==> src/rtl/stage_sequencer_if.sv <==
// Handshake and status bundle between the stage sequencer and its datapath/memories.
// CNT_WID must match the sequencer's CNT_WID.
interface stage_sequencer_if #(
    parameter int CNT_WID = 32
);
    logic               run;
    logic [3:0]         icode;
    logic               imem_ack;
    logic               imem_error;
    logic               dmem_ack;
    logic               dmem_error;
    logic               imem_req;
    logic               dmem_req;
    logic               decode_en;
    logic               exec_en;
    logic               wb_en;
    logic               pc_en;
    logic [2:0]         stat;
    logic [CNT_WID-1:0] cycle_cnt;
    logic [CNT_WID-1:0] instr_cnt;

    modport master (
        input  run, icode, imem_ack, imem_error, dmem_ack, dmem_error,
        output imem_req, dmem_req, decode_en, exec_en, wb_en, pc_en,
        output stat, cycle_cnt, instr_cnt
    );

    modport slave (
        output run, icode, imem_ack, imem_error, dmem_ack, dmem_error,
        input  imem_req, dmem_req, decode_en, exec_en, wb_en, pc_en,
        input  stat, cycle_cnt, instr_cnt
    );
endinterface

==> src/rtl/stage_sequencer.sv <==
// Multi-cycle Y86 stage sequencer: FETCH..PCUPDATE with memory handshakes, status and counters.
// Optional macro STAGE_SKIP_EN lets simple instructions bypass MEMORY and/or WRITEBACK.
module stage_sequencer #(
    parameter int CNT_WID = 32
) (
    input  logic               clk,
    input  logic               rst_n,
    stage_sequencer_if.master  bus
);
    typedef enum logic [2:0] {
        S_IDLE, S_FETCH, S_DECODE, S_EXEC, S_MEM, S_WB, S_PC, S_HALT
    } state_t;

    localparam logic [2:0] STAT_AOK = 3'd1;
    localparam logic [2:0] STAT_HLT = 3'd2;
    localparam logic [2:0] STAT_ADR = 3'd3;
    localparam logic [2:0] STAT_INS = 3'd4;

    state_t             state_q, state_d;
    logic [2:0]         stat_q, stat_d;
    logic [3:0]         icode_q;
    logic [CNT_WID-1:0] cycle_q, instr_q;
    logic               skip_mem, skip_wb;
    logic               imem_req, dmem_req, decode_en, exec_en, wb_en, pc_en;

`ifdef STAGE_SKIP_EN
    always_comb begin
        skip_mem = icode_q inside {4'd1, 4'd2, 4'd3, 4'd6, 4'd7};
        skip_wb  = icode_q inside {4'd1, 4'd4, 4'd7};
    end
`else
    logic unused_icode;
    assign unused_icode = ^icode_q;
    assign skip_mem     = 1'b0;
    assign skip_wb      = 1'b0;
`endif

    always_ff @(posedge clk) begin
        if (!rst_n) begin
            state_q <= S_IDLE;
            stat_q  <= STAT_AOK;
            icode_q <= '0;
            cycle_q <= '0;
            instr_q <= '0;
        end else begin
            state_q <= state_d;
            stat_q  <= stat_d;
            if (state_q == S_DECODE)
                icode_q <= bus.icode;
            if (state_q != S_IDLE && state_q != S_HALT)
                cycle_q <= cycle_q + 1'b1;
            if (state_q == S_PC)
                instr_q <= instr_q + 1'b1;
        end
    end

    // Enables are pure decodes of the state, so at most one can be high per cycle.
    always_comb begin
        state_d   = state_q;
        stat_d    = stat_q;
        imem_req  = 1'b0;
        dmem_req  = 1'b0;
        decode_en = 1'b0;
        exec_en   = 1'b0;
        wb_en     = 1'b0;
        pc_en     = 1'b0;
        case (state_q)
            S_IDLE: begin
                if (bus.run)
                    state_d = S_FETCH;
            end
            S_FETCH: begin
                imem_req = 1'b1;
                if (bus.imem_ack) begin
                    if (bus.imem_error) begin
                        state_d = S_HALT;
                        stat_d  = STAT_ADR;
                    end else begin
                        state_d = S_DECODE;
                    end
                end
            end
            S_DECODE: begin
                decode_en = 1'b1;
                if (bus.icode == 4'h0) begin
                    state_d = S_HALT;
                    stat_d  = STAT_HLT;
                end else if (bus.icode > 4'hB) begin
                    state_d = S_HALT;
                    stat_d  = STAT_INS;
                end else begin
                    state_d = S_EXEC;
                end
            end
            S_EXEC: begin
                exec_en = 1'b1;
                if (!skip_mem)
                    state_d = S_MEM;
                else if (!skip_wb)
                    state_d = S_WB;
                else
                    state_d = S_PC;
            end
            S_MEM: begin
                dmem_req = 1'b1;
                if (bus.dmem_ack) begin
                    if (bus.dmem_error) begin
                        state_d = S_HALT;
                        stat_d  = STAT_ADR;
                    end else begin
                        state_d = skip_wb ? S_PC : S_WB;
                    end
                end
            end
            S_WB: begin
                wb_en   = 1'b1;
                state_d = S_PC;
            end
            S_PC: begin
                pc_en   = 1'b1;
                state_d = bus.run ? S_FETCH : S_IDLE;
            end
            S_HALT: begin
                state_d = S_HALT;
            end
            default: begin
                state_d = S_IDLE;
            end
        endcase
    end

    assign bus.imem_req  = imem_req;
    assign bus.dmem_req  = dmem_req;
    assign bus.decode_en = decode_en;
    assign bus.exec_en   = exec_en;
    assign bus.wb_en     = wb_en;
    assign bus.pc_en     = pc_en;
    assign bus.stat      = stat_q;
    assign bus.cycle_cnt = cycle_q;
    assign bus.instr_cnt = instr_q;
endmodule
==> src/flat_wrapper.sv <==
// flat-port wrapper written by rule: the top's interface ports become plain ports
module stage_sequencer_flat 
#(
    parameter int CNT_WID = 32
)
  (clk, rst_n, bus_run, bus_icode, bus_imem_ack, bus_imem_error, bus_dmem_ack, bus_dmem_error, bus_imem_req, bus_dmem_req, bus_decode_en, bus_exec_en, bus_wb_en, bus_pc_en, bus_stat, bus_cycle_cnt, bus_instr_cnt);
  stage_sequencer_if #(.CNT_WID(CNT_WID)) bus_i ();
  input  logic clk;
  input  logic rst_n;
  input wire logic [$bits(bus_i.run)-1:0] bus_run;
  input wire logic [$bits(bus_i.icode)-1:0] bus_icode;
  input wire logic [$bits(bus_i.imem_ack)-1:0] bus_imem_ack;
  input wire logic [$bits(bus_i.imem_error)-1:0] bus_imem_error;
  input wire logic [$bits(bus_i.dmem_ack)-1:0] bus_dmem_ack;
  input wire logic [$bits(bus_i.dmem_error)-1:0] bus_dmem_error;
  output wire logic [$bits(bus_i.imem_req)-1:0] bus_imem_req;
  output wire logic [$bits(bus_i.dmem_req)-1:0] bus_dmem_req;
  output wire logic [$bits(bus_i.decode_en)-1:0] bus_decode_en;
  output wire logic [$bits(bus_i.exec_en)-1:0] bus_exec_en;
  output wire logic [$bits(bus_i.wb_en)-1:0] bus_wb_en;
  output wire logic [$bits(bus_i.pc_en)-1:0] bus_pc_en;
  output wire logic [$bits(bus_i.stat)-1:0] bus_stat;
  output wire logic [$bits(bus_i.cycle_cnt)-1:0] bus_cycle_cnt;
  output wire logic [$bits(bus_i.instr_cnt)-1:0] bus_instr_cnt;
  assign bus_i.run = bus_run;
  assign bus_i.icode = bus_icode;
  assign bus_i.imem_ack = bus_imem_ack;
  assign bus_i.imem_error = bus_imem_error;
  assign bus_i.dmem_ack = bus_dmem_ack;
  assign bus_i.dmem_error = bus_dmem_error;
  assign bus_imem_req = bus_i.imem_req;
  assign bus_dmem_req = bus_i.dmem_req;
  assign bus_decode_en = bus_i.decode_en;
  assign bus_exec_en = bus_i.exec_en;
  assign bus_wb_en = bus_i.wb_en;
  assign bus_pc_en = bus_i.pc_en;
  assign bus_stat = bus_i.stat;
  assign bus_cycle_cnt = bus_i.cycle_cnt;
  assign bus_instr_cnt = bus_i.instr_cnt;
  stage_sequencer #(.CNT_WID(CNT_WID)) u_core (.clk(clk), .rst_n(rst_n), .bus(bus_i));
endmodule
==> config.mk <==
export PLATFORM = sky130hd
export DESIGN_NAME = stage_sequencer_flat
export DESIGN_NICKNAME = d
export VERILOG_FILES = /design/src/rtl/stage_sequencer_if.sv /design/src/rtl/stage_sequencer.sv /design/src/flat_wrapper.sv
export SDC_FILE = /design/constraint.sdc
export NUM_CORES = 1
export LEC_CHECK = 0
export CAP_MARGIN = 0
export CELL_PAD_IN_SITES_DETAIL_PLACEMENT = 1
export CELL_PAD_IN_SITES_GLOBAL_PLACEMENT = 2
export CORE_ASPECT_RATIO = 1.5
export CORE_MARGIN = 5
export CORE_UTILIZATION = 39
export CTS_CLUSTER_SIZE = 40
export DETAILED_ROUTE_END_ITERATION = 10
export DONT_BUFFER_PORTS = 1
export HOLD_SLACK_MARGIN = 0.08
export PLACE_DENSITY_LB_ADDON = 0.3
export RECOVER_POWER = 25
export SYNTH_ARGS = -nofsm -noshare
export SYNTH_HDL_FRONTEND = slang
export SYNTH_SLANG_ARGS = --single-unit
==> constraint.sdc <==
create_clock -name clk -period 4.2 [get_ports clk]
set_input_delay 0.42 -clock clk [delete_from_list [all_inputs] [get_ports clk]]
set_output_delay 0.42 -clock clk [all_outputs]
set_load 0.02 [all_outputs]
After elaboration in Yosys (flattened, before gate mapping)
Index checks and enable logic that the tools add are counted.
{ "op_classes": {"add_sub_neg": 2, "order_cmp": 1, "n_eq_ne": 14, "mux": 22, "reduce_logical": 7} }
{ "ops": {"columns": ["operator", "n"], "rows": [
  ["$add A32 B1 Y32 const B", 2],
  ["$mux W3", 12],
  ["$pmux W3 S8", 1],
  ["$eq A3 B3 Y1 const B", 4],
  ["$ne A2 B2 Y1 const B", 5],
  ["$pmux W3 S3", 1],
  ["$mux W1", 7],
  ["$eq A3 B2 Y1 const B", 2],
  ["$ne A3 B3 Y1 const B", 2],
  ["$reduce_and A6 Y1", 1],
  ["$reduce_bool A3 Y1", 2],
  ["$gt A4 B4 Y1 const B", 1],
  ["$logic_not A4 Y1", 1],
  ["$eq A3 B1 Y1 const B", 1],
  ["$logic_not A3 Y1", 1],
  ["$reduce_and A3 Y1", 1],
  ["$mux W2", 1],
  ["$logic_and A1 B1 Y1", 1]
]} }
{ "word_totals": {"ff_bits": 70} }

Longest topological paths before layout
Gate-level depths: netlist (run 1).
{ "depth": {"ltp_word": 4, "ltp_mapped": 7} }

Worst setup path after synthesis (run 1)
OpenSTA, ideal clock, no wires.
{ "synth_path": {"path_kind": "register to register", "from": "register u_core.cycle_q[3], in the netlist u_core.bus.cycle_cnt[3]", "to": "register u_core.cycle_q[25], in the netlist u_core.bus.cycle_cnt[25]", "t_arrival_ns": 1.965, "required_time_ns": 4.129, "slack_ns": 2.165, "path_stages_with_launch": 6, "synth_period_minus_slack_ns": 2.035, "path_cell_list": "dfxtp_1 -> nand3_4 -> or4_4 -> buf_6 -> or4_1 -> a21oi_1"} }
{ "synth_via": {"elab_chain_cells": 1} }
{ "synth_rtl": {"columns": ["element", "line", "text"], "rows": [
  ["start, declared", "stage_sequencer.sv:22", "logic [CNT_WID-1:0] cycle_q, instr_q;"],
  ["start signal, assigned", "stage_sequencer.sv:51", "cycle_q <= cycle_q + 1'b1;"],
  ["$add A32 B1 Y32", "stage_sequencer.sv:51", null]
]} }
No other way between the ends.
A chain may end at the register's enable or synchronous reset.

Final worst setup path (run 1)
{ "layout_path": {"from": "register u_core.state_q[1]", "to": "register u_core.cycle_q[31], in the netlist u_core.bus.cycle_cnt[31]"} }
{ "layout_via": {"elab_chain_cells": 2} }
{ "layout_rtl": {"columns": ["element", "line", "text"], "rows": [
  ["start, declared", "stage_sequencer.sv:19", "state_t state_q, state_d;"],
  ["start signal, assigned", "stage_sequencer.sv:46", "state_q <= state_d;"],
  ["$ne A3 B3 Y1 or $reduce_bool A3 Y1 (tied branches)", "stage_sequencer.sv:50", "if (state_q != S_IDLE && state_q != S_HALT)"],
  ["$logic_and A1 B1 Y1 (*)", "stage_sequencer.sv:50", null]
]} }
Every way passes the cells marked *; elsewhere a longest branch is shown, timed or not.

==> results of run 1 <==
==> worst paths after layout <==
| path | startpoint | to | slack [ns] |
|---|---|---|---|
| max reg2reg | u_core.state_q[1] | u_core.bus.cycle_cnt[31] | 1.75 |
| min | rst_n | u_core.bus.stat[0] | 0.17 |
| max | u_core.state_q[1] | u_core.bus.cycle_cnt[31] | 1.75 |
| min reg2reg | u_core.bus.cycle_cnt[31] | u_core.bus.cycle_cnt[31] | 0.59 |
==> layout make-up <==
class	count	area share (%)
multi-input cells	288	47.8
flip-flops and latches	70	39.0
clock buffers	14	7.35
well taps	105	3.66
inverters	14	1.46
repair buffers	3	0.627
clock inverters	1	0.139
==> sequential cells by signal, summed over array words and instances (netlist names) <==
signal,cells
u_core.state_q,3
u_core.bus.cycle_cnt,32
u_core.bus.stat,3
u_core.bus.instr_cnt,32
==> placed cells by master, fill, tap and decap left out, drive strengths merged, types with 2 or more instances in the layout <==
cell    instances
nor3           24
a21oi          14
and4            6
xnor2          29
nor2           58
nand2          22
clkbuf         14
buf             3
or3             9
and2            8
or2             3
ha              2
nor2b           3
xor2           26
nand4          20
inv            14
or4             4
o31ai           2
and3            8
nor4            6
o21ai          13
nand3          24
dfxtp          70
==> through the flow <==
step	setup WS, ns	power, mW
floorplan	2.16	0.725
global placement	1.88	0.733
detailed placement	1.77	0.735
CTS	1.78	1.44
global route	1.57	1.47
finish	1.75	1.41
==> where the power goes <==
group          total [mW]  internal (mW)  switching, mW
Sequential          0.682          0.669         0.0131
Combinational      0.0370         0.0122         0.0247
Clock               0.694          0.428          0.266
Total                1.41           1.11          0.304
==> critical path, cell delays in order, from the launching register on <==
cell and delay, ns:
sky130_fd_sc_hd__dfxtp_1 0.68, sky130_fd_sc_hd__or3_1 0.24, sky130_fd_sc_hd__nand4_1 0.61, sky130_fd_sc_hd__or4_1 0.70
sky130_fd_sc_hd__a21oi_1 0.14
==> cells by family after synthesis <==
| logic type | count (synthesis) | share of synthesized area [%] |
|---|---|---|
| AOI/OAI and AO/OA | 33 | 5.70 |
| muxes | 1 | 0.308 |
| buffers and inverters | 33 | 4.12 |
| adders and majority gates | 2 | 0.770 |
| DFF | 70 | 43.1 |
| xor gates and xnor gates | 55 | 14.8 |
| and+or+nand+nor | 197 | 31.2 |
==> layer usage <==
| layer | global-route usage, % | vias up | share of wire, % |
|---|---|---|---|
| met5 | 0 | - | 0 |
| met4 | 6.83 | 0 | 1.8 |
| met3 | 6.56 | 12 | 7.3 |
| met2 | 28.7 | 61 | 52 |
| met1 | 17.1 | 1325 | 39 |
| li1 | - | 1331 | - |
==> parameters.txt, run 1 <==
Parameter                              Value

Global route
  Number of global-route vias before repair    2,788
  Number of antenna violations at the first check in global routing    0
  Total gr overflow    0
  Global-route wire length before repair    13,500 um
  Total Routing Usage GR    16.3%
  Pin count of the biggest net entering global routing    65

CTS
  Hold buffer count at cts    0
  CTS clock-pin slew for the worst setup and hold paths    0.05 ns
  Setup repair bufs after CTS    0
  CTS tree    yes
  Root Buffer Master    sky130_fd_sc_hd__clkbuf_16
  Clock Tree Buf Depth    2
  Clock buffers created by TritonCTS    9
  Clock sinks    70
  # H-tree levels    3
  Cts repair resizes    0
  Clk_lat worst skew    0.33 ns

STA
  Highest Clock Rate    408 MHz
  Post-layout minimum cycle time    2.45 ns
  Max-Slew Margin vs Limit    46.0%
  Worst setup skew after layout    0.00467 ns
  Number of hold-slack violations in the final timing report    0
  Worst-Margin Slew    0.804 ns
  Total count of max-transition violations in the final report    0
  Final period util    58.4%
  Final setup viols    0
  Worst hold slack    0.172 ns
  Unrepaired setup endpoints after global routing    no
  Final-layout setup total negative slack    0 ns

Worst setup path
  Required time of the worst setup path    4.46 ns
  CP startpoint kind    register
  Arrival time worst endpoint    2.71 ns
  Length in cells of the worst reg-to-reg path    4
  Highest fanout seen on the critical path    20
  Crit path capture type    register
  Category of the most critical setup path    register to register

Yosys
  Dominant cells by area after synthesis    sky130_fd_sc_hd__dfxtp_1, sky130_fd_sc_hd__xnor2_1, sky130_fd_sc_hd__xor2_1
  Number of synthesized register bits    70
  Synth Flop Type    sky130_fd_sc_hd__dfxtp_1
  Async set-or-reset flop fraction in the synthesized netlist    0%
  Number of distinct standard cells referenced by the synthesized netlist    35
  Mean area per synthesized cell    8.31 um2
  Fraction of synthesized cell area taken by the top area cell type    43.1%
  Most common cell in the synthesized netlist    sky130_fd_sc_hd__dfxtp_1
  Largest area contributor in the netlist    sky130_fd_sc_hd__dfxtp_1
  Syn Nets    404
  Number of flops mapped to enable cells by yosys    0
  Synth Cell Area    0.00325 mm2
  Post-Synthesis Cells    391
  Top cells by count, synth    sky130_fd_sc_hd__dfxtp_1, sky130_fd_sc_hd__nor2_1, sky130_fd_sc_hd__xnor2_1, sky130_fd_sc_hd__xor2_1, sky130_fd_sc_hd__nor3_1
  Count of warnings emitted by yosys    0
  Sequential-to-total area share from yosys stat    43.1%

Layout
  Share of the core filled with cells    44.6%
  Layout Cells excl Fill    495
  Layout filler cell count    991
  Area delta synth->final    10.5%
  Multi-input logic area    0.00172 mm2
  Area taken by flip-flops and latches    0.00140 mm2
  Count of inserted antenna diode cells    0
  Share of layout cells above drive strength 1    5.64%
  Summed area of non-filler cells in the final layout    0.00359 mm2
  Layout Nets    399

Floorplanning
  Ports placed on the boundary    84
  Core Rows    40
  Initial core utilization    40.3%
  Die Width    84.5 um
  Die boundary height    122 um
  Area of the die    0.0103 mm2
  Core area    0.00806 mm2

Routing
  Routed length per instance    16.5 um
  Per-cell via count in the routed design    5.51
  Total number of vias    2,729
  Pre-antenna DRT Iters    4
  Count of routing violations after the opening detailed-route iteration    73
  Routed Antenna Nets    0
  Post-route DRC violation count    0
  Total wirelength of the detailed-routed design    8150 um

Placement
  Placed cells    480
  Placed inst area    0.00332 mm2
  Number of buffer cells added on primary ports    0
  Final GP Congestion    0.744
  Dpl hpwl    5710 um

Status
  Status    complete, no violations

Pwr
  Power per cell area    393 mW/mm2
  Maximum VDD drop    0.216 mV
  Leakage dissipation    1.20 nW

Worst hold path
  Worst Hold Path Cells    1
  Worst hold-check path type    input port to register

Flow run
  Count of maximum capacitance violations    0
Note: power is estimated with default switching activity, not from simulation.
==> run 2, diff against run 1 <==
Settings changed: CORE_UTILIZATION 39 to 32.
Clock period 4.2 ns to 2.1 ns, I/O delays scaled along.
==> run 2 against run 1 <==
Net effect:
- via count rose by 8.2%
- critical path depth did not move
- clock skew rose by 0.0036 ns
- clock power rose to 2.7 times the previous value
- sequential power rose by 98%
- sequential share of layout area fell by 4.7 points
- combinational power rose to 3.1 times the previous value
- count of clock-buffer cells in the layout fell by 4
- non-clock buffer count rose by 60
- die area rose by 20%
==> parameters.txt, run 2 (synthesis gave the netlist of run 1 again) <==
Parameter                              Value

STA
  Highest Clock Rate    513 MHz (was 408 MHz)
  Final period util    92.8% (was 58.4%)
  Worst-Margin Slew    0.441 ns (was 0.804 ns)
  Final-layout setup total negative slack    0 ns (unchanged)
  Max-Slew Margin vs Limit    70.6% (was 46.0%)
  Worst setup skew after layout    0.00823 ns (was 0.00467 ns)
  Number of hold-slack violations in the final timing report    0 (unchanged)
  Unrepaired setup endpoints after global routing    no (unchanged)
  Post-layout minimum cycle time    1.95 ns (was 2.45 ns)
  Final setup viols    0 (unchanged)
  Total count of max-transition violations in the final report    0 (unchanged)

Routing
  Count of routing violations after the opening detailed-route iteration    38 (was 73)
  Per-cell via count in the routed design    5.20 (was 5.51)
  Total wirelength of the detailed-routed design    9230 um (was 8150 um)
  Pre-antenna DRT Iters    4 (unchanged)
  Routed Antenna Nets    0 (unchanged)
  Post-route DRC violation count    0 (unchanged)
  Routed length per instance    16.3 um (was 16.5 um)
  Total number of vias    2,954 (was 2,729)

Floorplanning
  Die boundary height    133 um (was 122 um)
  Die Width    92.3 um (was 84.5 um)
  Initial core utilization    32.4% (was 40.3%)
  Ports placed on the boundary    84 (unchanged)
  Area of the die    0.0123 mm2 (was 0.0103 mm2)
  Core area    0.0100 mm2 (was 0.00806 mm2)
  Core Rows    45 (was 40)

Worst hold path
  Worst hold-check path type    input port to register (unchanged)
  Hold Path Origin    bus_run (was rst_n)
  Worst Hold Path Cells    2 (was 1)

Layout
  Share of layout cells above drive strength 1    13.5% (was 5.64%)
  Most used cells in the layout excluding fill and tap cells    sky130_fd_sc_hd__dfxtp_1, sky130_fd_sc_hd__nor2_1, sky130_fd_sc_hd__buf_4 (was sky130_fd_sc_hd__dfxtp_1, sky130_fd_sc_hd__nor2_1, sky130_fd_sc_hd__xnor2_1)
  Count of inserted antenna diode cells    0 (unchanged)
  Layout Cells excl Fill    568 (was 495)
  Commonest non-fill, non-tap cell in the layout    sky130_fd_sc_hd__dfxtp_1 (unchanged)
  Layout Nets    459 (was 399)
  Area delta synth->final    25.7% (was 10.5%)

Pwr
  Maximum VDD drop    0.363 mV (was 0.216 mV)
  Power per cell area    812 mW/mm2 (was 393 mW/mm2)
  Leakage dissipation    1.46 nW (was 1.20 nW)

Worst setup path
  Length in cells of the worst reg-to-reg path    4 (unchanged)
  Category of the most critical setup path    register to register (unchanged)
  Highest fanout seen on the critical path    19 (was 20)
  Arrival time worst endpoint    2.21 ns (was 2.71 ns)
  Worst setup path startpoint    u_core.bus.cycle_cnt[3] (was u_core.state_q[1])
  Required time of the worst setup path    2.36 ns (was 4.46 ns)
  CP startpoint kind    register (unchanged)
  Crit path capture type    register (unchanged)
  FF-to-FF Start    u_core.bus.cycle_cnt[3] (was u_core.state_q[1])

Global route
  Total gr overflow    0 (unchanged)
  Number of global-route vias before repair    3,186 (was 2,788)
  Total Routing Usage GR    15.5% (was 16.3%)
  Number of antenna violations at the first check in global routing    0 (unchanged)
  Global-route wire length before repair    15,500 um (was 13,500 um)
  Pin count of the biggest net entering global routing    65 (unchanged)

Flow run
  Count of maximum capacitance violations    0 (unchanged)

Placement
  Final GP Congestion    0.745 (was 0.744)
  Dpl hpwl    6600 um (was 5710 um)
  Number of buffer cells added on primary ports    0 (unchanged)
  Placed cells    550 (was 480)

CTS
  # H-tree levels    3 (unchanged)
  Clock sinks    70 (unchanged)
  Clock Tree Buf Depth    2 (unchanged)
  Clk_lat worst skew    0.33 ns (about the same)
  Root Buffer Master    sky130_fd_sc_hd__clkbuf_16 (unchanged)
  Clock buffers created by TritonCTS    9 (unchanged)
  Setup repair bufs after CTS    0 (unchanged)
  CTS clock-pin slew for the worst setup and hold paths    0.06 ns (was 0.05 ns)
  CTS tree    yes (unchanged)

Status
  Status    complete, no violations (unchanged)
[run 2: changes by cell type in the layout (fill, tap and decap cells not counted), moves of 2 or more]
cell	delta
sky130_fd_sc_hd__clkbuf_1	+22
sky130_fd_sc_hd__bufinv_16	+4
sky130_fd_sc_hd__clkbuf_8	-2
sky130_fd_sc_hd__dlygate4sd3_1	+2
sky130_fd_sc_hd__buf_4	+33
[run 2: cell type report]
cell class,instances,area [um2]
fillers,1219,5940
multi-input cells,288,1720
flip-flops and latches,70,1400
repair buffers,63,400
clock buffers,10,229
well taps,117,146
clock inverters,6,134
inverters,14,52.6
[run 2: report_power, final]
part	leakage [nW]	internal (mW)	total (mW)	switching [mW]
clock	0.177	1.28	1.85	0.572
combinational	0.722	0.0411	0.115	0.0743
sequential	0.565	1.34	1.35	0.0101
total	1.46	2.66	3.32	0.657
[run 2: routing by layer]
metal / vias up / GRT usage [%] / wire (um) / share of wire, %
met4: 0 / 5.21 / 134 / 1.5
met2: 52 / 28.9 / 4960 / 54
met5: - / 0 / 0 / 0
met1: 1437 / 15.4 / 3530 / 38
li1: 1453 / - / - / -
met3: 12 / 6.21 / 608 / 6.6
[run 2: repair_timing]
| action | in CTS | in global routing |
|---|---|---|
| endpoints found under the setup margin | 0 | 1 |
| gates resized for setup | 0 | 1 |
| hold buffers | 2 | 0 |
| hold endpoints to repair | 7 | 0 |
[run 2: final timing paths]
path / to / slack (ns)
setup / recovery: u_core.bus.cycle_cnt[31] / 0.15
setup reg to reg: u_core.bus.cycle_cnt[31] / 0.15
hold / removal: u_core.state_q[0] / 0.19
hold reg to reg: u_core.bus.instr_cnt[2] / 0.58
[run 2: worst max-delay path, cell delays in order (launching register included)]
cell                      delay, ns
sky130_fd_sc_hd__dfxtp_1       0.37
sky130_fd_sc_hd__nand3_4       0.13
sky130_fd_sc_hd__or4_4         0.68
sky130_fd_sc_hd__or4_1         0.55
sky130_fd_sc_hd__a21oi_1       0.15
[run 2: stage by stage]
stage	power [mW]	setup WS, ns	hold WS [ns]	area (um2)	utilization, %
after floorplan	1.45	0.0647	0.286	3250	-
after global placement	1.49	0.209	0.291	3790	37.8
after detailed placement	1.49	0.134	0.306	3790	37.8
after CTS	3.39	0.128	0.181	4170	41.6
after global routing	3.45	0.0641	0.204	4090	40.8
final	3.32	0.150	0.191	4090	40.8
